--- src/rtl/frame_capture_if.sv ---
// Video-in / BRAM-out signal bundle for frame_capture.
// master = video source and BRAM side, slave = frame_capture.
interface frame_capture_if #(
    parameter int unsigned ADDR_W = 18
);
    logic              capture_req;
    logic [23:0]       pixel_in;
    logic [10:0]       hcount;
    logic [9:0]        vcount;
    logic [ADDR_W-1:0] bram_addr;
    logic [7:0]        bram_din;
    logic              bram_we;
    logic              busy;
    logic              frame_valid;

    modport master (
        output capture_req, pixel_in, hcount, vcount,
        input  bram_addr, bram_din, bram_we, busy, frame_valid
    );

    modport slave (
        input  capture_req, pixel_in, hcount, vcount,
        output bram_addr, bram_din, bram_we, busy, frame_valid
    );
endinterface

--- src/rtl/frame_capture.sv ---
// Single-frame RGB332 capture into a single-port BRAM; outside capture the same
// raster address counter drives playback reads.
module frame_capture #(
    parameter int unsigned H_ACTIVE = 640,
    parameter int unsigned V_ACTIVE = 400,
    parameter int unsigned ADDR_W   = 18
) (
    input  logic           clk,
    input  logic           rst,
    frame_capture_if.slave bus
);

    localparam int unsigned       FRAME_PIXELS = H_ACTIVE * V_ACTIVE;
    localparam logic [ADDR_W-1:0] LAST_ADDR    = ADDR_W'(FRAME_PIXELS - 1);
    localparam logic [10:0]       H_LIM        = 11'(H_ACTIVE);
    localparam logic [9:0]        V_LIM        = 10'(V_ACTIVE);

    typedef enum logic [1:0] {StIdle, StArmed, StCapture, StDone} state_e;

    state_e            state_q, state_d;
    logic [ADDR_W-1:0] addr_cnt_q, addr_cnt_d;
    logic [ADDR_W-1:0] bram_addr_q;
    logic [7:0]        bram_din_q;
    logic              bram_we_q;

    logic              in_disp;
    logic              sof;
    logic [ADDR_W-1:0] used_addr;
    logic              write_en;
    logic              unused_pixel_bits;

    assign unused_pixel_bits = ^{bus.pixel_in[20:16], bus.pixel_in[12:8], bus.pixel_in[5:0]};

    always_comb begin
        in_disp   = (bus.hcount < H_LIM) && (bus.vcount < V_LIM);
        sof       = (bus.hcount == 11'd0) && (bus.vcount == 10'd0);
        used_addr = sof ? '0 : addr_cnt_q;
    end

    // Saturate at FRAME_PIXELS so a malformed timing source cannot walk past the frame.
    always_comb begin
        addr_cnt_d = addr_cnt_q;
        if (sof) begin
            addr_cnt_d = ADDR_W'(1);
        end else if (in_disp && (32'(addr_cnt_q) < FRAME_PIXELS)) begin
            addr_cnt_d = addr_cnt_q + 1'b1;
        end
    end

    always_comb begin
        state_d = state_q;
        unique case (state_q)
            StIdle, StDone: begin
                if (bus.capture_req) begin
                    state_d = StArmed;
                end
            end
            StArmed: begin
                if (sof) begin
                    state_d = StCapture;
                end
            end
            StCapture: begin
                if (in_disp && (used_addr == LAST_ADDR)) begin
                    state_d = StDone;
                end
            end
        endcase
    end

    // The ARMED->CAPTURE transition cycle already writes the sof pixel.
    assign write_en = in_disp && ((state_q == StCapture) || ((state_q == StArmed) && sof));

    always_ff @(posedge clk) begin
        if (rst) begin
            state_q     <= StIdle;
            addr_cnt_q  <= '0;
            bram_addr_q <= '0;
            bram_din_q  <= '0;
            bram_we_q   <= 1'b0;
        end else begin
            state_q    <= state_d;
            addr_cnt_q <= addr_cnt_d;
            if (in_disp) begin
                bram_addr_q <= used_addr;
            end
            bram_din_q <= {bus.pixel_in[23:21], bus.pixel_in[15:13], bus.pixel_in[7:6]};
            bram_we_q  <= write_en;
        end
    end

    assign bus.bram_addr   = bram_addr_q;
    assign bus.bram_din    = bram_din_q;
    assign bus.bram_we     = bram_we_q;
    assign bus.busy        = (state_q == StArmed) || (state_q == StCapture);
    assign bus.frame_valid = (state_q == StDone);

endmodule

--- src/flat_wrapper.sv ---
// flat-port wrapper written by rule: the top's interface ports become plain ports
module frame_capture_flat 
#(
    parameter int unsigned H_ACTIVE = 640,
    parameter int unsigned V_ACTIVE = 400,
    parameter int unsigned ADDR_W   = 18
)
  (clk, rst, bus_capture_req, bus_pixel_in, bus_hcount, bus_vcount, bus_bram_addr, bus_bram_din, bus_bram_we, bus_busy, bus_frame_valid);
  frame_capture_if #(.ADDR_W(ADDR_W)) bus_i ();
  input  logic clk;
  input  logic rst;
  input wire logic [$bits(bus_i.capture_req)-1:0] bus_capture_req;
  input wire logic [$bits(bus_i.pixel_in)-1:0] bus_pixel_in;
  input wire logic [$bits(bus_i.hcount)-1:0] bus_hcount;
  input wire logic [$bits(bus_i.vcount)-1:0] bus_vcount;
  output wire logic [$bits(bus_i.bram_addr)-1:0] bus_bram_addr;
  output wire logic [$bits(bus_i.bram_din)-1:0] bus_bram_din;
  output wire logic [$bits(bus_i.bram_we)-1:0] bus_bram_we;
  output wire logic [$bits(bus_i.busy)-1:0] bus_busy;
  output wire logic [$bits(bus_i.frame_valid)-1:0] bus_frame_valid;
  assign bus_i.capture_req = bus_capture_req;
  assign bus_i.pixel_in = bus_pixel_in;
  assign bus_i.hcount = bus_hcount;
  assign bus_i.vcount = bus_vcount;
  assign bus_bram_addr = bus_i.bram_addr;
  assign bus_bram_din = bus_i.bram_din;
  assign bus_bram_we = bus_i.bram_we;
  assign bus_busy = bus_i.busy;
  assign bus_frame_valid = bus_i.frame_valid;
  frame_capture #(.H_ACTIVE(H_ACTIVE), .V_ACTIVE(V_ACTIVE), .ADDR_W(ADDR_W)) u_core (.clk(clk), .rst(rst), .bus(bus_i));
endmodule
--- config.mk ---
export PLATFORM = sky130hd
export DESIGN_NAME = frame_capture_flat
export DESIGN_NICKNAME = d
export VERILOG_FILES = /design/src/rtl/frame_capture_if.sv /design/src/rtl/frame_capture.sv /design/src/flat_wrapper.sv
export SDC_FILE = /design/constraint.sdc
export NUM_CORES = 1
export LEC_CHECK = 0
export CORE_ASPECT_RATIO = 0.8
export CORE_UTILIZATION = 27
export CTS_BUF_LIST = sky130_fd_sc_hd__clkbuf_4 sky130_fd_sc_hd__clkbuf_8 sky130_fd_sc_hd__clkbuf_16
export DETAILED_ROUTE_END_ITERATION = 10
export DONT_BUFFER_PORTS = 1
export PLACE_DENSITY = 0.47
export SETUP_SLACK_MARGIN = 0.2
export SYNTH_ARGS = -nofsm -noshare
export SYNTH_HDL_FRONTEND = slang
export SYNTH_SLANG_ARGS = --single-unit
export TNS_END_PERCENT = 10
--- constraint.sdc ---
create_clock -name clk -period 3.6 [get_ports clk]
set_input_delay 0.72 -clock clk [delete_from_list [all_inputs] [get_ports clk]]
set_output_delay 0.72 -clock clk [all_outputs]
set_load 0.005 [all_outputs]
==> results.md, run 1 <==
- Layout overhead on the synthesized area: 8.685%
- Synthesis warning total: 0
- Diodes inserted: 0
- Worst path slowest cell: sky130_fd_sc_hd__and2_1
- Net count, final: 282
- Setup TNS: 0 ns
- Number of library cell types mapped by synthesis: 35
- Hold bufs inserted after CTS: 0
- Core Area: 0.007094 sq mm
- Starting utilization of the core area: 0.2884
- Starting DRT DRC Count: 57
- Most instantiated library cell after synthesis: sky130_fd_sc_hd__dfxtp_1
- Post-synth net total: 289
- Maximum root-to-sink buffer count: 2
- Slew of the pin with the lowest slew margin: 0.9023 ns
- Arrival time at the worst endpoint: 2.54 ns
- Floorplan die height: 79.86 um
- Clock tree from TritonCTS: done
- Setup repair after global routing missed its margin: no
- Proportion of register bits with asynchronous set or reset after synthesis: 0
- Final-report max-slew violation count: 0
- Final total power: 1.034 mW
- Critical Path Stages: 5
- Most frequent cells after synthesis: sky130_fd_sc_hd__dfxtp_1 (47), sky130_fd_sc_hd__nor2_1 (30), sky130_fd_sc_hd__nand2_1 (27), sky130_fd_sc_hd__a21oi_1 (13), sky130_fd_sc_hd__a2bb2oi_1 (13)
- Flip-flop cell with the highest count after synthesis: sky130_fd_sc_hd__dfxtp_1
- Final clock period utilization by the worst path: 0.6529
- Per-cell routed wire length: 15.64 um
- Clock period minus worst slack: 2.351 ns
- First-pass detailed-route iteration total: 4
- Post-synthesis cell type with the largest combined area: sky130_fd_sc_hd__dfxtp_1
- Number of nets still failing antenna checks after routing: 0
- Pin count of the biggest net entering global routing: 34
- Max cap viols: 0
- Wire length of the first global-routing pass: 7769 um
- Reported leakage power: 0.7547 nW
- Highest attainable clock frequency: 425.4 MHz
- Crit path required time: 3.79 ns
- Leftover overflow at the end of global routing: 0
- Critical-path maximum fanout: 16
- Synthesis-stage register bit count: 47
- Placer Congestion: 0.7713
- Initial antenna violation count: 0
- Detailed-route via count: 1625
- CTS Root Buffer Type: sky130_fd_sc_hd__clkbuf_8
- Clock insertion delay at the later pin of the skew report: 0.30 ns
- Count of buffering cells on the critical path with inverters included: 0
- Cell types occupying the most area after synthesis: sky130_fd_sc_hd__dfxtp_1 (46%), sky130_fd_sc_hd__a2bb2oi_1 (5.6%), sky130_fd_sc_hd__nor2_1 (5.5%)
- Number of placed I/O pins: 77
- Hold violation count in the final report: 0
- Cells after Synth: 237
- Proportion of layout cells with a drive suffix above 1: 0.06494
- WHS Path Cells: 2
- Worst Reg2Reg Path Length in Cells: 5
- Overall Global Routing Usage: 0.1275
- # resized after CTS: 0
- Number of global-route vias before repair: 1531
- # clock sinks: 47
- Internal reg-to-reg setup slack: 1.50 ns
- Family with the most delay on the worst path: simple AND/OR/NAND/NOR gates
- Cells along the critical path: or4_1, nor3_2, and2_1, o221a_2, o31ai_1
- Worst hold slack: 0.4660 ns
- Half-perimeter wire length after detailed placement: 3429 um
- Post-CTS Repair Setup Buffers: 0
- Worst voltage drop across the vdd grid: 0.0001516 V
- Drt via density: 5.110
- Number of buffers added by the clock tree synthesis step: 5
- Avg Inst Size Synth: 8.632 sq um
- Kind of start point of the critical path: primary input
- Setup Viol. Count Final: 0
- Total DRC errors in the routed layout: 0
- Worst relative slew slack: 0.3958
- H-tree depth: 2
- Largest incremental delay on the critical path: 0.61 ns
- Pwr Density: 465.1 mW/mm^2
- Horizontal extent of the die: 99.32 um
- Floorplan die area: 0.007931 sq mm
- Classification of the worst setup path: in -> reg
- Sequential fraction of the synthesis area: 0.4599
- Synthesized cell area: 0.002046 sq mm
- Post-synth EDFFs: 0
- Clock edge transition at the registers on the reported setup and hold paths: 0.09 ns
- Area share of the leading cell type in the synthesized netlist: 0.4599
- I/O Buffers: 0
- Sort of element at the end of the critical path: register
- Cell row count: 27
- Hold crit path type: reg -> reg
- Clock skew: 0.004104 ns
- Run status: complete, no violations
- Total wirelength of the detailed-routed design: 4973 um
-- worst reg2reg max path, cell delays in order, from the launching register on --
cell and delay (ns):
sky130_fd_sc_hd__dfxtp_1 0.45, sky130_fd_sc_hd__nand3_1 0.15, sky130_fd_sc_hd__nor3b_2 0.78, sky130_fd_sc_hd__or3_1 0.37
sky130_fd_sc_hd__or4_1 0.15, sky130_fd_sc_hd__a21oi_1 0.06
-- cells by family after synthesis --
logic type / Yosys count / share of synthesized area
multiplexers: 1 / 0.004893
XOR/XNOR: 12 / 0.05138
AND/OR/NAND/NOR: 113 / 0.2795
AO/OA/AOI/OAI: 39 / 0.1388
flip-flops: 47 / 0.4599
adder cells (fa/ha/maj): 4 / 0.02447
buffers and inverters: 21 / 0.04098
-- state kept, by name, summed over array words and instances (netlist names) --
signal                cells
u_core.addr_cnt_q        18
u_core.bus.bram_addr     18
u_core.bus.bram_we        1
u_core.bus.bram_din       8
u_core.state_q            2
-- cell type report --
type                    instances  area (sq um)
fillers                       773          4871
multi-input cells             169          1026
flip-flops and latches         47         940.9
well taps                      87         108.9
clock buffers                   6         82.58
clock inverters                 2         35.03
inverters                       6         22.52
repair buffers                  1         7.507
-- layout by cell type, fill, tap and decap left out, drive strengths merged, types with 6 or more instances in the layout --
| cell | Yosys | routed |
|---|---|---|
| dfxtp | 47 | 47 |
| nand2 | 27 | 27 |
| xnor2 | 12 | 12 |
| a21oi | 13 | 13 |
| nor4 | 11 | 11 |
| clkbuf | 10 | 6 |
| nand3 | 12 | 12 |
| a2bb2oi | 13 | 13 |
| nor2b | 8 | 8 |
| nor2 | 30 | 30 |
| inv | 6 | 6 |
-- layer usage --
layer  track usage  part of all wire
met5             0                 0
met1        0.1820              0.52
met4       0.03529             0.010
met2        0.1819              0.40
met3       0.04028             0.069
-- final timing paths --
kind | startpoint | end
setup reg to reg | u_core.addr_cnt_q[13]$_SDFFE_PP0P_ | u_core.addr_cnt_q[15]$_SDFFE_PP0P_
hold / removal | u_core.bus.bram_addr[11]$_SDFFE_PP0P_ | u_core.bus.bram_addr[11]$_SDFFE_PP0P_
hold reg to reg | u_core.bus.bram_addr[11]$_SDFFE_PP0P_ | u_core.bus.bram_addr[11]$_SDFFE_PP0P_
setup / recovery | bus_hcount[7] | u_core.state_q[1]$_SDFFE_PP0P_
-- report_power, final --
part / total, mW / internal, mW / switching [mW]
Combinational: 0.0864 / 0.0345 / 0.0519
Clock: 0.402 / 0.225 / 0.177
Sequential: 0.546 / 0.534 / 0.0118
-- per-stage QoR --
stage	setup WS (ns)	util	cell area, sq um	cells
after detailed placement	0.8890	0.2968	2106	310
after floorplan	1.284	-	2046	237
after CTS	1.226	0.3134	2223	318
after global placement	0.8709	0.2968	2106	310
final	1.249	0.3134	2223	318
after global routing	1.033	0.3134	2223	318
Note: power is estimated with default switching activity, not from simulation.
==> inputs of run 2 (changes only) <==
==> constraint.sdc (replaced) <==
create_clock -name clk -period 2.3 [get_ports clk]
set_input_delay 0.46 -clock clk [delete_from_list [all_inputs] [get_ports clk]]
set_output_delay 0.46 -clock clk [all_outputs]
set_load 0.005 [all_outputs]
==> run 2 against run 1 <==
Compared with the run above: sequential power rose by 56%; power rose by 56%; cell area rose by 4.2%; combinational power rose by 60%; largest power group unchanged; worst setup slack got worse by 0.88 ns; sequential share of layout area fell by 1.7 points; core utilization rose by 1.3 points; critical endpoint unchanged; register-to-register slack got worse by 1.1 ns.
==> results.md, run 2 (same netlist as run 1, synthesis figures left out) <==
- Pre-CTS setup slack: 0.2083 ns (-0.6806 ns)
- Clock skew: 0.01592 ns (+0.01181 ns)
- Total DRC errors in the routed layout: 0 (unchanged)
- CTS Root Buffer Type: sky130_fd_sc_hd__clkbuf_8
- Overall Global Routing Usage: 0.1321 (+0.004586)
- Worst setup path endpoint: u_core.state_q[1]$_SDFFE_PP0P_
- Cells along the critical path: nand3_1, or4_1, a2111oi_4, o221a_2, o31ai_1
- Kind of start point of the critical path: register
- Number of nets still failing antenna checks after routing: 0 (unchanged)
- Startpoint of the most critical setup path: u_core.addr_cnt_q[0]$_SDFFE_PP0P_
- Leftover overflow at the end of global routing: 0 (unchanged)
- Most frequent standard cell in the layout excluding fill and tap cells: sky130_fd_sc_hd__dfxtp_1
- Floorplan die area: 0.007931 sq mm (unchanged)
- Classification of the worst setup path: reg -> reg
- Setup TNS: 0 ns (unchanged)
- Largest incremental delay on the critical path: 0.51 ns (-0.10 ns)
- Hold crit path type: in -> reg
- H-tree depth: 2 (unchanged)
- Setup Viol. Count Final: 0 (unchanged)
- Worst R2R Start: u_core.addr_cnt_q[0]$_SDFFE_PP0P_
- Number of fill cells in the layout: 757 (-2.1%)
- Pwr Density: 698.0 mW/mm^2 (+50%)
- Post-CTS Repair Setup Buffers: 0 (unchanged)
- Layout overhead on the synthesized area: 13.21%
- Highest attainable clock frequency: 517.0 MHz
- Number of global-route vias before repair: 1572 (+2.7%)
- I/O Buffers: 0 (unchanged)
- Starting utilization of the core area: 0.2884 (unchanged)
- Setup repair after global routing missed its margin: no
- Clock period minus worst slack: 1.934 ns
- Total wirelength of the detailed-routed design: 4861 um (-2.3%)
- Setup WS post-layout: 0.3658 ns (-0.8837 ns)
- Internal reg-to-reg setup slack: 0.37 ns (-1.13 ns)
- Cell row count: 27 (unchanged)
- # clock sinks: 47 (unchanged)
- Initial antenna violation count: 0 (unchanged)
- Diodes inserted: 0 (unchanged)
- Run status: complete, no violations
- Starting DRT DRC Count: 94 (+65%)
- Worst Reg2Reg Path Length in Cells: 5 (unchanged)
- Clock tree from TritonCTS: done
- Detailed-route via count: 1633 (+0.49%)
- Reported leakage power: 0.8036 nW (+6.5%)
- Slew of the pin with the lowest slew margin: 0.5238 ns (-0.3785 ns)
- Drt via density: 5.009 (-2.0%)
- Horizontal extent of the die: 99.32 um (unchanged)
- Storage element area: 940.9 sq um (unchanged)
- Maximum root-to-sink buffer count: 2 (unchanged)
- Clock insertion delay at the later pin of the skew report: 0.30 ns (about the same)
- Final clock period utilization by the worst path: 0.8410
- Sort of element at the end of the critical path: register
- Total instance count after detailed placement: 318 (+2.6%)
- Hold bufs inserted after CTS: 0 (unchanged)
- Pin count of the biggest net entering global routing: 34 (unchanged)
- Worst relative slew slack: 0.6476 (+0.2517)
- Multi-input gate area: 0.001033 sq mm (+0.73%)
- Number of buffers added by the clock tree synthesis step: 5 (unchanged)
- Final instance count without filler cells: 326 (+2.5%)
- Final core utilization: 0.3265 (+0.01305)
- Net count, final: 290 (+2.8%)
- Placer Congestion: 0.7948 (+3.0%)
- Half-perimeter wire length after detailed placement: 3487 um (+1.7%)
- Top library cells by usage in the layout, fill and taps aside: sky130_fd_sc_hd__dfxtp_1 (47), sky130_fd_sc_hd__nor2_1 (30), sky130_fd_sc_hd__nand2_1 (27)
- Critical-path maximum fanout: 5 (-11)
- Floorplan die height: 79.86 um (unchanged)
- Per-cell routed wire length: 14.91 um (-4.7%)
- Crit path required time: 2.48 ns (-1.31 ns)
- Capture instance of the worst register-to-register path: u_core.state_q[1]$_SDFFE_PP0P_
- # resized after CTS: 0 (unchanged)
- Worst path slowest cell: sky130_fd_sc_hd__or4_1
- Worst voltage drop across the vdd grid: 0.0002194 V (+45%)
- Hold violation count in the final report: 0 (unchanged)
- Final-report max-slew violation count: 0 (unchanged)
- Max cap viols: 0 (unchanged)
- Proportion of layout cells with a drive suffix above 1: 0.09205 (+0.02712)
- First-pass detailed-route iteration total: 4 (unchanged)
- Clock edge transition at the registers on the reported setup and hold paths: 0.10 ns (about the same)
- Number of placed I/O pins: 77 (unchanged)
- Wire length of the first global-routing pass: 8142 um (+4.8%)
- Worst hold slack: 0.2119 ns (-0.2541 ns)
- Arrival time at the worst endpoint: 2.11 ns (-0.43 ns)
- Core Area: 0.007094 sq mm (unchanged)
==> run 2: cell count changes in the layout (fill, tap and decap cells not counted), sizes merged <==
cell / change
buf: +8
==> run 2: layer usage <==
layer  routed length [um]  share of wire  vias up  global-route usage
met1                 2558           0.53      746              0.1979
met4                    0              0        0             0.02647
met5                    0              0        -                   0
met2                 1949           0.40       56              0.1826
met3                  353          0.073        0             0.03940
li1                     -              -      831                   -
==> run 2: power by group <==
group	internal, mW	total (mW)	switching, mW
Clock	0.352	0.624	0.272
Sequential	0.835	0.854	0.0189
Combinational	0.0576	0.138	0.0806
Total	1.24	1.62	0.372
==> run 2: worst max-delay path: cells and delay by family (launching register included) <==
family,cells,cell delay (ns)
simple gates,2,0.75
compound gates,3,0.65
flops,1,0.41
==> run 2: cell type report <==
type,instances,area share
well taps,87,0.04700
flip-flops and latches,47,0.4063
multi-input cells,169,0.4462
clock buffers,6,0.03566
repair buffers,9,0.03998
clock inverters,2,0.01513
inverters,6,0.009724
==> run 2: metrics by stage <==
stage / area [sq um] / power, mW
floorplan: 2046 / 0.9854
global placement: 2186 / 1.013
detailed placement: 2186 / 1.013
CTS: 2303 / 1.634
global route: 2316 / 1.696
finish: 2316 / 1.617
==> run 2: how the worst min path moves through the flow <==
| stage | start | to | cells after the start |
|---|---|---|---|
| after global placement | u_core.bus.bram_addr[12]$_SDFFE_PP0P_ | u_core.bus.bram_addr[12]$_SDFFE_PP0P_ | 2 |
| after CTS | rst | u_core.bus.bram_addr[11]$_SDFFE_PP0P_ | 1 |
| final | rst | u_core.bus.bram_din[5]$_SDFF_PP0_ | 1 |
| after floorplan | u_core.bus.bram_addr[12]$_SDFFE_PP0P_ | u_core.bus.bram_addr[12]$_SDFFE_PP0P_ | 2 |
| after global routing | rst | u_core.bus.bram_addr[11]$_SDFFE_PP0P_ | 1 |
| after detailed placement | u_core.bus.bram_addr[11]$_SDFFE_PP0P_ | u_core.bus.bram_addr[11]$_SDFFE_PP0P_ | 2 |
==> inputs of run 3 (changes only) <==
--- a/config.mk
+++ b/config.mk
@@ -10,7 +10,7 @@
 export CTS_BUF_LIST = sky130_fd_sc_hd__clkbuf_4 sky130_fd_sc_hd__clkbuf_8 sky130_fd_sc_hd__clkbuf_16
 export DETAILED_ROUTE_END_ITERATION = 10
 export DONT_BUFFER_PORTS = 1
-export PLACE_DENSITY = 0.47
+export PLACE_DENSITY = 0.49
 export SETUP_SLACK_MARGIN = 0.2
 export SYNTH_ARGS = -nofsm -noshare
 export SYNTH_HDL_FRONTEND = slang
==> constraint.sdc (replaced) <==
create_clock -name clk -period 1.6 [get_ports clk]
set_input_delay 0.32 -clock clk [delete_from_list [all_inputs] [get_ports clk]]
set_output_delay 0.32 -clock clk [all_outputs]
set_load 0.005 [all_outputs]
==> run 3 against run 2 <==
Compared with the run above: the run now ends with negative setup slack left; via count increased by 5.9%; core utilization increased by 5.7 points; non-clock buffer count rose by 32; clock-buffer cell count unchanged; clock skew is 0.013 ns lower.
==> results.md, run 3 (same netlist as run 1, synthesis figures left out) <==
- Clock insertion delay at the later pin of the skew report: 0.30 ns (about the same)
- Clock tree from TritonCTS: done
- Diodes inserted: 0 (unchanged)
- Top library cells by usage in the layout, fill and taps aside: sky130_fd_sc_hd__dfxtp_1 (43), sky130_fd_sc_hd__buf_4 (36), sky130_fd_sc_hd__nor2_1 (30)
- Worst path slowest cell: sky130_fd_sc_hd__or4_4
- Final clock period utilization by the worst path: 1.090 (+0.2488)
- Arrival time at the worst endpoint: 1.98 ns (-0.13 ns)
- Placer Congestion: 0.7359 (-7.4%)
- Proportion of layout cells with a drive suffix above 1: 0.3148 (+0.2228)
- Starting utilization of the core area: 0.2884 (unchanged)
- Highest attainable clock frequency: 573.5 MHz (+11%)
- Per-cell routed wire length: 14.80 um (-0.72%)
- Cells along the critical path: or2_1, nor3b_4, or3_4, or4_4, a21oi_2
- Leftover overflow at the end of global routing: 0 (unchanged)
- Worst voltage drop across the vdd grid: 0.0003374 V (+54%)
- Horizontal extent of the die: 99.32 um (unchanged)
- Classification of the worst setup path: reg -> reg
- Most frequent standard cell in the layout excluding fill and tap cells: sky130_fd_sc_hd__dfxtp_1
- Hold crit path type: in -> reg
- Largest incremental delay on the critical path: 0.43 ns (-0.08 ns)
- Max cap viols: 0 (unchanged)
- Clock edge transition at the registers on the reported setup and hold paths: 0.09 ns (about the same)
- Half-perimeter wire length after detailed placement: 3739 um (+7.3%)
- Floorplan die height: 79.86 um (unchanged)
- Maximum root-to-sink buffer count: 2 (unchanged)
- Floorplan die area: 0.007931 sq mm (unchanged)
- Sort of element at the end of the critical path: register
- First-pass detailed-route iteration total: 4 (unchanged)
- Layout overhead on the synthesized area: 32.91%
- Setup TNS: -0.4368 ns (-0.4368 ns)
- Overall Global Routing Usage: 0.1360 (+0.003948)
- Crit path required time: 1.84 ns (-0.64 ns)
- Count of buffering cells on the critical path with inverters included: 0 (unchanged)
- Kind of start point of the critical path: register
- Run status: finished with violations
- Failing checks: negative setup slack
- Core Area: 0.007094 sq mm (unchanged)
- Clock period minus worst slack: 1.744 ns (-0.1906 ns)
- I/O Buffers: 0 (unchanged)
- CTS Root Buffer Type: sky130_fd_sc_hd__clkbuf_8
- Reported leakage power: 1.002 nW (+25%)
- Pwr Density: 807.6 mW/mm^2 (+16%)
- Hold violation count in the final report: 0 (unchanged)
- Hold bufs inserted after CTS: 0 (unchanged)
- H-tree depth: 2 (unchanged)
- Clock skew: 0.003260 ns (-0.01266 ns)
- Slew of the pin with the lowest slew margin: 0.3113 ns (-0.2125 ns)
- Wire length of the first global-routing pass: 8328 um (+2.3%)
- # clock sinks: 47 (unchanged)
- Total wirelength of the detailed-routed design: 5285 um (+8.7%)
- Setup repair after global routing missed its margin: yes
- Final-report max-slew violation count: 0 (unchanged)
- Number of nets still failing antenna checks after routing: 0 (unchanged)
- Final core utilization: 0.3832 (+0.05679)
- Setup Viol. Count Final: 8 (+8)
- Pre-CTS setup slack: -0.2681 ns (-0.4764 ns)
- Starting DRT DRC Count: 46 (-51%)
- Setup WS post-layout: -0.1436 ns (-0.5094 ns)
- Critical-path maximum fanout: 6 (+1)
- Worst relative slew slack: 0.7925 (+0.1449)
- Number of placed I/O pins: 77 (unchanged)
- Total DRC errors in the routed layout: 0 (unchanged)
- Detailed-route via count: 1730 (+5.9%)
- Net count, final: 322 (+11%)
- Initial antenna violation count: 0 (unchanged)
- Number of global-route vias before repair: 1691 (+7.6%)
- Number of buffers added by the clock tree synthesis step: 5 (unchanged)
- Drt via density: 4.846 (-3.3%)
- Pin count of the biggest net entering global routing: 34 (unchanged)
- Family with the most delay on the worst path: simple AND/OR/NAND/NOR gates
- Cell row count: 27 (unchanged)
run 3: cell types whose count changed in the layout (fill, tap and decap cells not counted), sizes merged:
cell,before,now
buf,9,41
bufinv,1,0
run 3: per-stage QoR:
step | hold slack (ns) | instance area, sq um | power [mW] | instances
after CTS | 0.06301 | 2609 | 2.221 | 357
final | 0.07274 | 2719 | 2.196 | 357
after detailed placement | 0.3942 | 2474 | 1.474 | 350
after global placement | 0.3937 | 2474 | 1.473 | 350
after global routing | 0.05815 | 2719 | 2.304 | 357
after floorplan | 0.4482 | 2100 | 1.423 | 237
run 3: report_power, final:
group          leakage (nW)  switching, mW  total (mW)  internal, mW
combinational         0.572          0.130       0.233         0.103
clock                0.0470          0.394       0.734         0.340
sequential            0.383         0.0251        1.23          1.20
total                  1.00          0.550        2.20          1.65
run 3: worst paths after layout:
check,from,to,slack [ns],cells after the start
worst max-delay path,u_core.addr_cnt_q[12]$_SDFFE_PP0P_,u_core.addr_cnt_q[15]$_SDFFE_PP0P_,-0.14,5
worst min-delay path,rst,u_core.state_q[0]$_SDFFE_PP0P_,0.07,1
worst max register to register,u_core.addr_cnt_q[12]$_SDFFE_PP0P_,u_core.addr_cnt_q[15]$_SDFFE_PP0P_,-0.14,5
worst min register to register,u_core.bus.bram_addr[12]$_SDFFE_PP0P_,u_core.bus.bram_addr[12]$_SDFFE_PP0P_,0.47,2
run 3: final cells by class:
class                   count  area (sq um)
fillers                   723          4375
well taps                  87         108.9
inverters                   6         22.52
clock buffers               6         82.58
repair buffers             41         361.6
clock inverters             1         5.005
multi-input cells         169          1192
flip-flops and latches     47         945.9
run 3: what timing repair did:
action,in CTS,in global routing
gates cloned,0,0
endpoints found under the setup margin,34,23
buffers inserted,0,0
pin swaps,7,5
resized for setup,12,24
run 3: per-layer routing:
layer | vias to the layer above | track usage | part of all wire
met5 | - | 0 | 0
met4 | 0 | 0.03971 | 0.0076
met3 | 5 | 0.03678 | 0.039
met2 | 33 | 0.2056 | 0.44
met1 | 798 | 0.1882 | 0.51
li1 | 894 | - | -
